**src/rtl/mem_pkg.sv**
```systemverilog
// Shared types and constants for the SLC-3 SRAM access controller.
package mem_pkg;

  localparam int MEM_WAIT_W       = 4;
  localparam int MEM_WAIT_DEFAULT = 2;

  typedef enum logic [1:0] {
    IDLE,
    ACCESS,
    DONE,
    RELEASE
  } mem_state_t;

endpackage

```
**src/rtl/mem_wait_counter.sv**
```systemverilog
// Loadable wait-state down-counter; load has priority, dec holds at zero.
module mem_wait_counter
  import mem_pkg::*;
#(
  parameter int W = MEM_WAIT_W
) (
  input  logic         clk,
  input  logic         reset_n,
  input  logic         load,
  input  logic [W-1:0] load_val,
  input  logic         dec,
  output logic         zero
);

  logic [W-1:0] count;

  always_ff @(posedge clk) begin
    if (!reset_n) begin
      count <= '0;
    end else if (load) begin
      count <= load_val;
    end else if (dec && (count != '0)) begin
      count <= count - 1'b1;
    end
  end

  assign zero = (count == '0);

endmodule

```
**src/rtl/mem_access_ctrl.sv**
```systemverilog
// SLC-3 SRAM sequencer: one access per request, WAIT_CYCLES+1 strobe cycles, then a one-cycle mem_ready.
// Defining MEM_PERF_CNT_EN adds rd_count/wr_count completion counters.
module mem_access_ctrl
  import mem_pkg::*;
#(
  parameter int WAIT_CYCLES = MEM_WAIT_DEFAULT
) (
  input  logic        clk,
  input  logic        reset_n,
  input  logic        mem_req,
  input  logic        mem_we,
  input  logic [15:0] addr,
  input  logic [15:0] wdata,
  input  logic [15:0] sram_rdata,
  output logic [15:0] sram_addr,
  output logic [15:0] sram_wdata,
  output logic        sram_ce_n,
  output logic        sram_oe_n,
  output logic        sram_we_n,
  output logic [15:0] rdata,
  output logic        mem_ready
`ifdef MEM_PERF_CNT_EN
  ,
  output logic [15:0] rd_count,
  output logic [15:0] wr_count
`endif
);

  mem_state_t state, state_d;
  logic       op;
  logic       op_d;
  logic       accept;
  logic       finish;
  logic       load;
  logic       dec;
  logic       cnt_zero;
  logic       ce_n_d, oe_n_d, we_n_d;

  mem_wait_counter #(.W(MEM_WAIT_W)) u_wait (
    .clk      (clk),
    .reset_n  (reset_n),
    .load     (load),
    .load_val (MEM_WAIT_W'(WAIT_CYCLES)),
    .dec      (dec),
    .zero     (cnt_zero)
  );

  always_comb begin
    state_d = state;
    accept  = 1'b0;
    finish  = 1'b0;
    load    = 1'b0;
    dec     = 1'b0;
    case (state)
      IDLE: begin
        if (mem_req) begin
          accept  = 1'b1;
          load    = 1'b1;
          state_d = ACCESS;
        end
      end
      ACCESS: begin
        if (cnt_zero) begin
          finish  = 1'b1;
          state_d = DONE;
        end else begin
          dec = 1'b1;
        end
      end
      DONE:    state_d = mem_req ? RELEASE : IDLE;
      RELEASE: if (!mem_req) state_d = IDLE;
      default: state_d = IDLE;
    endcase

    // Strobes are registered from the next state so they never glitch on a state decode.
    op_d   = accept ? mem_we : op;
    ce_n_d = (state_d != ACCESS);
    oe_n_d = !((state_d == ACCESS) && !op_d);
    we_n_d = !((state_d == ACCESS) && op_d);
  end

  always_ff @(posedge clk) begin
    if (!reset_n) begin
      state      <= IDLE;
      op         <= 1'b0;
      sram_addr  <= 16'h0000;
      sram_wdata <= 16'h0000;
      sram_ce_n  <= 1'b1;
      sram_oe_n  <= 1'b1;
      sram_we_n  <= 1'b1;
      rdata      <= 16'h0000;
      mem_ready  <= 1'b0;
    end else begin
      state     <= state_d;
      op        <= op_d;
      sram_ce_n <= ce_n_d;
      sram_oe_n <= oe_n_d;
      sram_we_n <= we_n_d;
      mem_ready <= (state_d == DONE);
      if (accept) begin
        sram_addr  <= addr;
        sram_wdata <= wdata;
      end
      if (finish && !op) begin
        rdata <= sram_rdata;
      end
    end
  end

`ifdef MEM_PERF_CNT_EN
  always_ff @(posedge clk) begin
    if (!reset_n) begin
      rd_count <= 16'h0000;
      wr_count <= 16'h0000;
    end else if (finish) begin
      if (op) wr_count <= wr_count + 16'd1;
      else    rd_count <= rd_count + 16'd1;
    end
  end
`endif

endmodule

```
**config.mk**
```make
export PLATFORM = sky130hd
export DESIGN_NAME = mem_access_ctrl
export DESIGN_NICKNAME = d
export VERILOG_FILES = /design/src/rtl/mem_pkg.sv /design/src/rtl/mem_wait_counter.sv /design/src/rtl/mem_access_ctrl.sv
export SDC_FILE = /design/constraint.sdc
export NUM_CORES = 1
export LEC_CHECK = 0
export CAP_MARGIN = 5
export CORE_ASPECT_RATIO = 1.75
export CORE_UTILIZATION = 40
export CTS_BUF_LIST = sky130_fd_sc_hd__clkbuf_8
export DETAILED_ROUTE_END_ITERATION = 10
export GPL_TIMING_DRIVEN = 1
export PLACE_DENSITY = 0.79
export SYNTH_ARGS = -nofsm -noshare
export SYNTH_HDL_FRONTEND = slang
export SYNTH_HIERARCHICAL = 1
export SYNTH_SLANG_ARGS = --single-unit
```
**constraint.sdc**
```tcl
create_clock -name clk -period 5.09 [get_ports clk]
set_input_delay 0.7635 -clock clk [delete_from_list [all_inputs] [get_ports clk]]
set_output_delay 0.7635 -clock clk [all_outputs]
set_load 0.1 [all_outputs]
```
# == After elaboration in Yosys (flattened, before gate mapping) ==
# Index checks and enable logic that the tools add are counted.
# word_totals
output_inout_bits,52
ff_bits,59
wordCells,46
inputBits,52
# op_classes
reduce_logical,13
n_eq_ne,6
addsub,1
n_bitwise,1
muxes,14
# ops
cell,count
two-way mux 2 bit,6
case mux 2 bit (4 select lines),1
two-way mux 1 bit,7
"== test 2 bit, second input constant",3
"== test 2 x 1 -> 1 bit, second input constant",2
logical AND 1 bit,4
logical NOT 1 bit,4
logical NOT 4 bit,1
nonzero test 4 bit,1
"subtractor 4 x 1 -> 4 bit, second input constant",1
logical NOT 2 bit,1
"inequality test 2 x 1 -> 1 bit, second input constant",1
nonzero test 2 bit,1
OR reduction 2 bit,1
NOT 1 bit,1

# == Longest topological paths before layout ==
# Gate-level depths: netlist of run 1.
# depth
word_depth,6
mapped_depth,8
depth_no_buf,8

# == Cells and area by module ==
# The synthesis of run 1 kept the hierarchy.
# by_module_without_submodules
mod,instances,area_per_inst_um2,seq_area_each_um2,cells_per_inst
mem_access_ctrl,1,1941.9,1101.1,236
mem_wait_counter,1,256.5,80.1,31

# == Worst setup path after synthesis of run 1 ==
# OpenSTA, ideal clock, no wires.
# synth_timing
path_type,register -> register
start,register u_wait.count[0]
end,register u_wait.count[3]
n_path_buf,0
period_less_slack_ns,1.875
arrival_ns,1.751
setup_slack_ns,3.215
t_required_ns,4.966
setup_time_ns,0.124
path_stages_with_launch,9
path_cell_list,dfxtp_1 > inv_1 > ha_1 > or3b_4 > clkinv_2 > nor2b_1 > nor4b_2 > mux2i_1 > a21oi_1
# synth_via
elab_chain_cells,4
word_cells_on_any_way,6
classes_between,1 x add/sub; 2 x mux; 3 x reduce/logical
# synth_rtl
element,line,source
from (decl),mem_wait_counter.sv:15,logic [W-1:0] count;
from (signal assigned),mem_wait_counter.sv:21,count <= load_val;
from (signal assigned),mem_wait_counter.sv:23,count <= count - 1'b1;
logical NOT 4 bit,mem_wait_counter.sv:27,assign zero = (count == '0);
named net cnt_zero,mem_access_ctrl.sv:36,logic cnt_zero;
two-way mux 1 bit,mem_access_ctrl.sv:63,if (cnt_zero) begin
two-way mux 1 bit,mem_access_ctrl.sv:54,case (state)
named net dec,mem_access_ctrl.sv:35,logic dec;
logical AND 1 bit,mem_wait_counter.sv:22,end else if (dec && (count != '0)) begin
# The timed path passes the listed nets, and every way through them passes these cells.
# A chain may end at the register's enable or synchronous reset.

# == Final worst setup path of run 1 ==
# layout_timing
start,register sram_addr[3]
end,output port sram_addr[3]
# layout_lines
element,line,source
from (decl),mem_access_ctrl.sv:15,"output logic [15:0] sram_addr,"
from (signal assigned),mem_access_ctrl.sv:101,sram_addr <= addr;
# No word-level cell between the ends.

==> flow_summary.json, run 1 <==
{
  "die_y_um": 100.1,
  "final_cell_mix": "103 x clkdlybuf4s50_1, 85 x nand2_1, 59 x dfxtp_1",
  "ir_worst_vdd_v": 0.0002351,
  "synth.area.top_cells": "dfxtp_1 54%, nand2_1 15%, a21oi_1 7.7%",
  "numCtsBuffers": 9,
  "io_buffer_count": 103,
  "relSlewSlack_pct": 29.32,
  "route.detailed.drc": 7,
  "cts_root_buffer": "clkbuf_8",
  "crit_buf_inv": 1,
  "yosys_warnings": 6,
  "synth_top_area_share_pct": 53.73,
  "cts_resized": 0,
  "antenna_found_initial": 0,
  "syn_area_um2": 2198,
  "violations": "design-rule violations",
  "switching_share_pct": 38.31,
  "avgViaCountPerCell": 4.645,
  "final_hold_viol_count": 0,
  "pin_count": 104,
  "antenna_cells": 0,
  "pwr-share-seq_pct": 38.1,
  "ys_ff_latch": 59,
  "endpoint_kind": "output pin",
  "comb_power_share_pct": 32.5,
  "worst_slew_pin_slew_ps": 1054,
  "rsz0062_at_grt": "false",
  "drv_slew": 0,
  "seq_area_um2": 1181,
  "cts_tree": "yes",
  "syn2layout_area_growth_pct": 56.92,
  "path_class": "flip-flop to output pin",
  "grt.total_usage_pct": 18.77,
  "num_rows": 35,
  "cp_cell_sequence": "clkdlybuf4s50_1",
  "grt_first_pass_wirelength_um": 8445,
  "hold_ws_ps": 457.6,
  "dieWidth_um": 58.04,
  "ant_nets": 0,
  "fin_crit_sh_pct": 51.12,
  "power_switching_uw": 526.3,
  "synth_cell_types": 32,
  "worst_ep_arrival_time_ps": 1840,
  "wirelength_um": 5051,
  "outcome": "finished, violations left",
  "syn_area_per_cell_um2": 8.234,
  "cp_slowest_cell": "clkdlybuf4s50_1",
  "netlist_instances": 267,
  "hpwl_um": 3684,
  "initial_core_util_pct": 41.49,
  "nNetsFinal": 422,
  "ys.flop_type": "dfxtp_1",
  "period_minus_slack_ps": 2602,
  "crit_path_start_kind": "flip-flop",
  "cp_top_family": "buffers and inverters",
  "clk_pin_slew_ps": 70,
  "async_reset_ff_share_pct": 0,
  "crit_required_ps": 4330,
  "power_leakage_uw": 0.001293,
  "worstPathMaxFanout": 2,
  "drive_gt1_share_pct": 6.952,
  "cts.sinks": 59,
  "yosysTopAreaCell": "dfxtp_1",
  "cp_slowest_stage_delay_ps": 1150,
  "p_clk_share_pct": 29.4,
  "fmax_mhz": 384.3,
  "core-area_um2": 5299,
  "cts_setup_buffers": 0,
  "cellInternalPower_uw": 847.5,
  "hold_class": "flip-flop to flip-flop",
  "grt_pass1_vias": 2029,
  "drv_cap": 0,
  "grt.overflow.total": 0,
  "final_common_cell": "clkdlybuf4s50_1",
  "htreeDepth": 3,
  "gp_congestion": 0.7994,
  "grt_max_degree": 39,
  "ys_seq_area_share_pct": 53.73,
  "synth-edff-count": 0,
  "dr.pass1.iters": 9,
  "insertion_delay_ps": 330,
  "setup_viol": 0,
  "tns_ps": 0,
  "die_area_um2": 5808,
  "clock_path_buffers": 2,
  "wl_per_cell_um": 11.27,
  "power_density_nw_per_um2": 398.3,
  "multi_input_area_um2": 889.6,
  "via_count": 2081,
  "drtIter0Drc": 79,
  "fillCellCount": 446,
  "fin_skew_ps": 6.396,
  "ctsHoldBuffers": 0
}
[final cells by class]
type                    count  share of cell area [%]
flip-flops and latches     59                   34.24
repair buffers            106                   30.54
multi-input cells         184                   25.79
clock buffers               9                   3.591
well taps                  74                   2.684
clock inverters             7                   1.995
inverters                   9                   1.161
[through the flow]
stage / utilization [%] / power [uW] / cells / area (um^2) / setup WS (ps)
finish: 65.10 / 1374 / 448 / 3450 / 2488
global route: 65.10 / 1437 / 448 / 3450 / 2159
CTS: 65.10 / 1387 / 448 / 3450 / 2463
detailed placement: 61.46 / 981.9 / 432 / 3257 / 2362
global placement: 61.46 / 976.7 / 432 / 3257 / 2440
floorplan: - / 866.0 / 269 / 2206 / 3215
[per-layer routing]
metal  global-route usage [%]  vias to the layer above  routed length [um]  part of all wire (%)
li1                         -                     1081                   -                     -
met1                    19.27                      913                1972                    39
met3                    7.216                        7                 343                   6.8
met5                        0                        -                   0                     0
met4                    6.593                        0                  72                   1.4
met2                    33.78                       80                2661                    53
[power by group through the flow]
stage | logic, uW | clock network, uW | registers [uW]
after floorplan | 107 | 0 | 759
after global routing | 471 | 438 | 528
final | 447 | 404 | 523
after global placement | 445 | 0 | 532
after detailed placement | 448 | 0 | 533
after CTS | 449 | 415 | 523
[cell usage after synthesis (2+ instances only)]
cell,count
buf_6,3
dfxtp_1,59
mux2i_1,2
nor2b_1,2
clkbuf_1,8
buf_2,4
conb_1,2
inv_1,6
nor2_1,7
nand2_1,85
nand3_1,19
o21ai_0,17
a21oi_1,34
[sequential cells by signal, indices dropped and copies added, names as in the netlist]
name	count
rdata	16
sram_addr	16
sram_wdata	16
u_wait/count	4
state	2
mem_ready	1
op	1
sram_ce_n	1
sram_oe_n	1
sram_we_n	1
[cell families (layout without fill, tap and decap cells)]
group	count (synthesis)	in the layout	synth area share (%)
and+or+nand+nor	120	120	23.68
DFF	59	59	53.73
AOI/OAI and AO/OA	57	57	14.63
buffers and inverters	26	131	6.146
other	2	4	0.3416
muxes	2	2	0.9107
adders and majority gates	1	1	0.5691
[final timing paths]
path	from	endpoint	slack, ps	cells past startpoint
setup / recovery	sram_addr[3]	sram_addr[3]	2490	1
hold / removal	sram_addr[15]	sram_addr[15]	460	2
setup reg to reg	u_wait/count[0]	rdata[4]	2500	7
hold reg to reg	sram_addr[15]	sram_addr[15]	460	2
No activity file was read; power rests on OpenSTA's default activity.
==> run 2: changes to the inputs <==
--- a/config.mk
+++ b/config.mk
@@ -7,11 +7,11 @@
 export LEC_CHECK = 0
 export CAP_MARGIN = 5
 export CORE_ASPECT_RATIO = 1.75
-export CORE_UTILIZATION = 40
+export CORE_UTILIZATION = 38
 export CTS_BUF_LIST = sky130_fd_sc_hd__clkbuf_8
 export DETAILED_ROUTE_END_ITERATION = 10
 export GPL_TIMING_DRIVEN = 1
-export PLACE_DENSITY = 0.79
+export PLACE_DENSITY = 0.78
 export SYNTH_ARGS = -nofsm -noshare
 export SYNTH_HDL_FRONTEND = slang
 export SYNTH_HIERARCHICAL = 1
==> constraint.sdc (replaced) <==
create_clock -name clk -period 2.2 [get_ports clk]
set_input_delay 0.33 -clock clk [delete_from_list [all_inputs] [get_ports clk]]
set_output_delay 0.33 -clock clk [all_outputs]
set_load 0.1 [all_outputs]
==> run 2 against run 1 <==
Against the previous run:
- setup slack worse by 2200 ps
- critical path type is now flip-flop to flip-flop
- the run now ends clean
- clock skew hardly changed
- first-iteration DRC count is 62% higher
- combinational power is 130% higher
- core utilization is 3.9 points lower
- sequential cell count stayed put
- clock power grew to 3.0 times the previous value
- non-clock buffer count is 4 higher
- critical path depth is 7 higher
- register-to-register slack worse by 2200 ps
- global-route usage is 0.53 points lower
==> flow_summary.json, run 2 (synthesis gave the netlist of run 1 again) <==
{
  "grt_first_pass_wirelength_um": 8418,
  "die_area_um2": 6105,
  "fin_ws_ps": 265.9,
  "gp_congestion": 0.8066,
  "ctsHoldBuffers": 0,
  "final_common_cell": "nand2_1",
  "grt.total_usage_pct": 18.24,
  "clk_pin_slew_ps": 70,
  "fin_skew_ps": 6.896,
  "pin_count": 104,
  "antenna_cells": 0,
  "drv_slew": 0,
  "ir_worst_vdd_v": 0.0005535,
  "crit_path_start_kind": "flip-flop",
  "cts_resized": 0,
  "wirelength_um": 5373,
  "final_hold_viol_count": 0,
  "htreeDepth": 3,
  "io_buffer_count": 103,
  "syn2layout_area_growth_pct": 55.61,
  "insertion_delay_ps": 320,
  "power_leakage_uw": 0.001435,
  "outcome": "complete, no violations",
  "cts_setup_buffers": 0,
  "nNetsFinal": 426,
  "initial_core_util_pct": 39.36,
  "fillCellCount": 503,
  "power_density_nw_per_um2": 1008,
  "power.total_uw": 3450,
  "cts_tree": "yes",
  "hpwl_um": 3814,
  "pre_cts_slack_ps": 233.1,
  "setup_viol": 0,
  "clock_path_buffers": 2,
  "die_y_um": 102.6,
  "drtIter0Drc": 128,
  "numCtsBuffers": 9,
  "num_rows": 36,
  "tns_ps": 0,
  "fmax_mhz": 517.0,
  "final_cell_mix": "85 x nand2_1, 59 x dfxtp_1, 58 x buf_4",
  "path_class": "flip-flop to flip-flop",
  "route.detailed.drc": 0,
  "drive_gt1_share_pct": 21.69,
  "grt_max_degree": 39,
  "grt_pass1_vias": 1995,
  "antenna_found_initial": 0,
  "wl_per_cell_um": 11.83,
  "reg_top3": "rdata x16, sram_addr x16, sram_wdata x16",
  "core-area_um2": 5585,
  "dieWidth_um": 59.50,
  "crit_required_ps": 2410,
  "drv_cap": 0,
  "endpoint_kind": "flip-flop",
  "via_count": 2105,
  "grt.overflow.total": 0,
  "seq_area_um2": 1181,
  "fin_crit_sh_pct": 87.91,
  "dr.pass1.iters": 4,
  "worst_ep_arrival_time_ps": 2140,
  "multi_input_area_um2": 889.6,
  "period_minus_slack_ps": 1934,
  "cts_root_buffer": "clkbuf_8",
  "worstPathMaxFanout": 6,
  "avgViaCountPerCell": 4.637,
  "cts.sinks": 59,
  "rsz0062_at_grt": "false",
  "ant_nets": 0,
  "hold_class": "flip-flop to flip-flop"
}
## run 2: cell count changes in the layout (fill, tap and decap cells not counted), moves of 2 or more
cell	delta
buf_4	+55
bufinv_16	+2
clkdlybuf4s50_1	-52
clkinv_2	-2
## run 2: layer usage
metal	vias to the layer above	wire [um]	GRT usage [%]	share of wire (%)
met4	0	70	8.766	1.3
met3	4	322	4.768	6.0
met1	947	2056	17.20	38
met5	-	0	0	0
li1	1087	-	-	-
met2	67	2923	35.00	54
## run 2: path summary, 6_finish.rpt
| check | from | end | slack, ps | depth (start not counted) |
|---|---|---|---|---|
| worst min-delay path | sram_wdata[14] | sram_wdata[14] | 450 | 2 |
| worst min register to register | sram_wdata[14] | sram_wdata[14] | 450 | 2 |
| worst max-delay path | u_wait/count[0] | u_wait/count[3] | 270 | 8 |
| worst max register to register | u_wait/count[0] | u_wait/count[3] | 270 | 8 |
## run 2: layout make-up
type | instances | area share [%]
sequential | 59 | 34.53
timing repair buffer | 110 | 28.24
multi-input combinational | 184 | 26.01
clock buffer | 10 | 4.023
clock inverter | 6 | 3.255
tap | 76 | 2.780
inverter | 9 | 1.170
## run 2: metrics by stage
step                      hold slack (ps)  cell area [um^2]  utilization, %  instances
after floorplan                     466.0              2206               -        269
after global placement              442.5              3172           56.79        438
after detailed placement            447.3              3172           56.79        438
after CTS                           456.7              3421           61.25        454
after global routing                477.8              3421           61.25        454
final                               453.7              3421           61.25        454
## run 2: where the power goes
| part | internal [uW] | switching (uW) |
|---|---|---|
| logic | 278 | 757 |
| clock network | 785 | 419 |
| registers | 1160 | 52.9 |
| total | 2220 | 1230 |
## run 2: critical path, stage by stage (launching register included)
cell and delay, ps:
dfxtp_1 390, inv_1 80, ha_1 240, or3b_4 260
clkinv_2 100, nor2b_1 150, nor4b_2 260, mux2i_1 240
a21oi_1 90
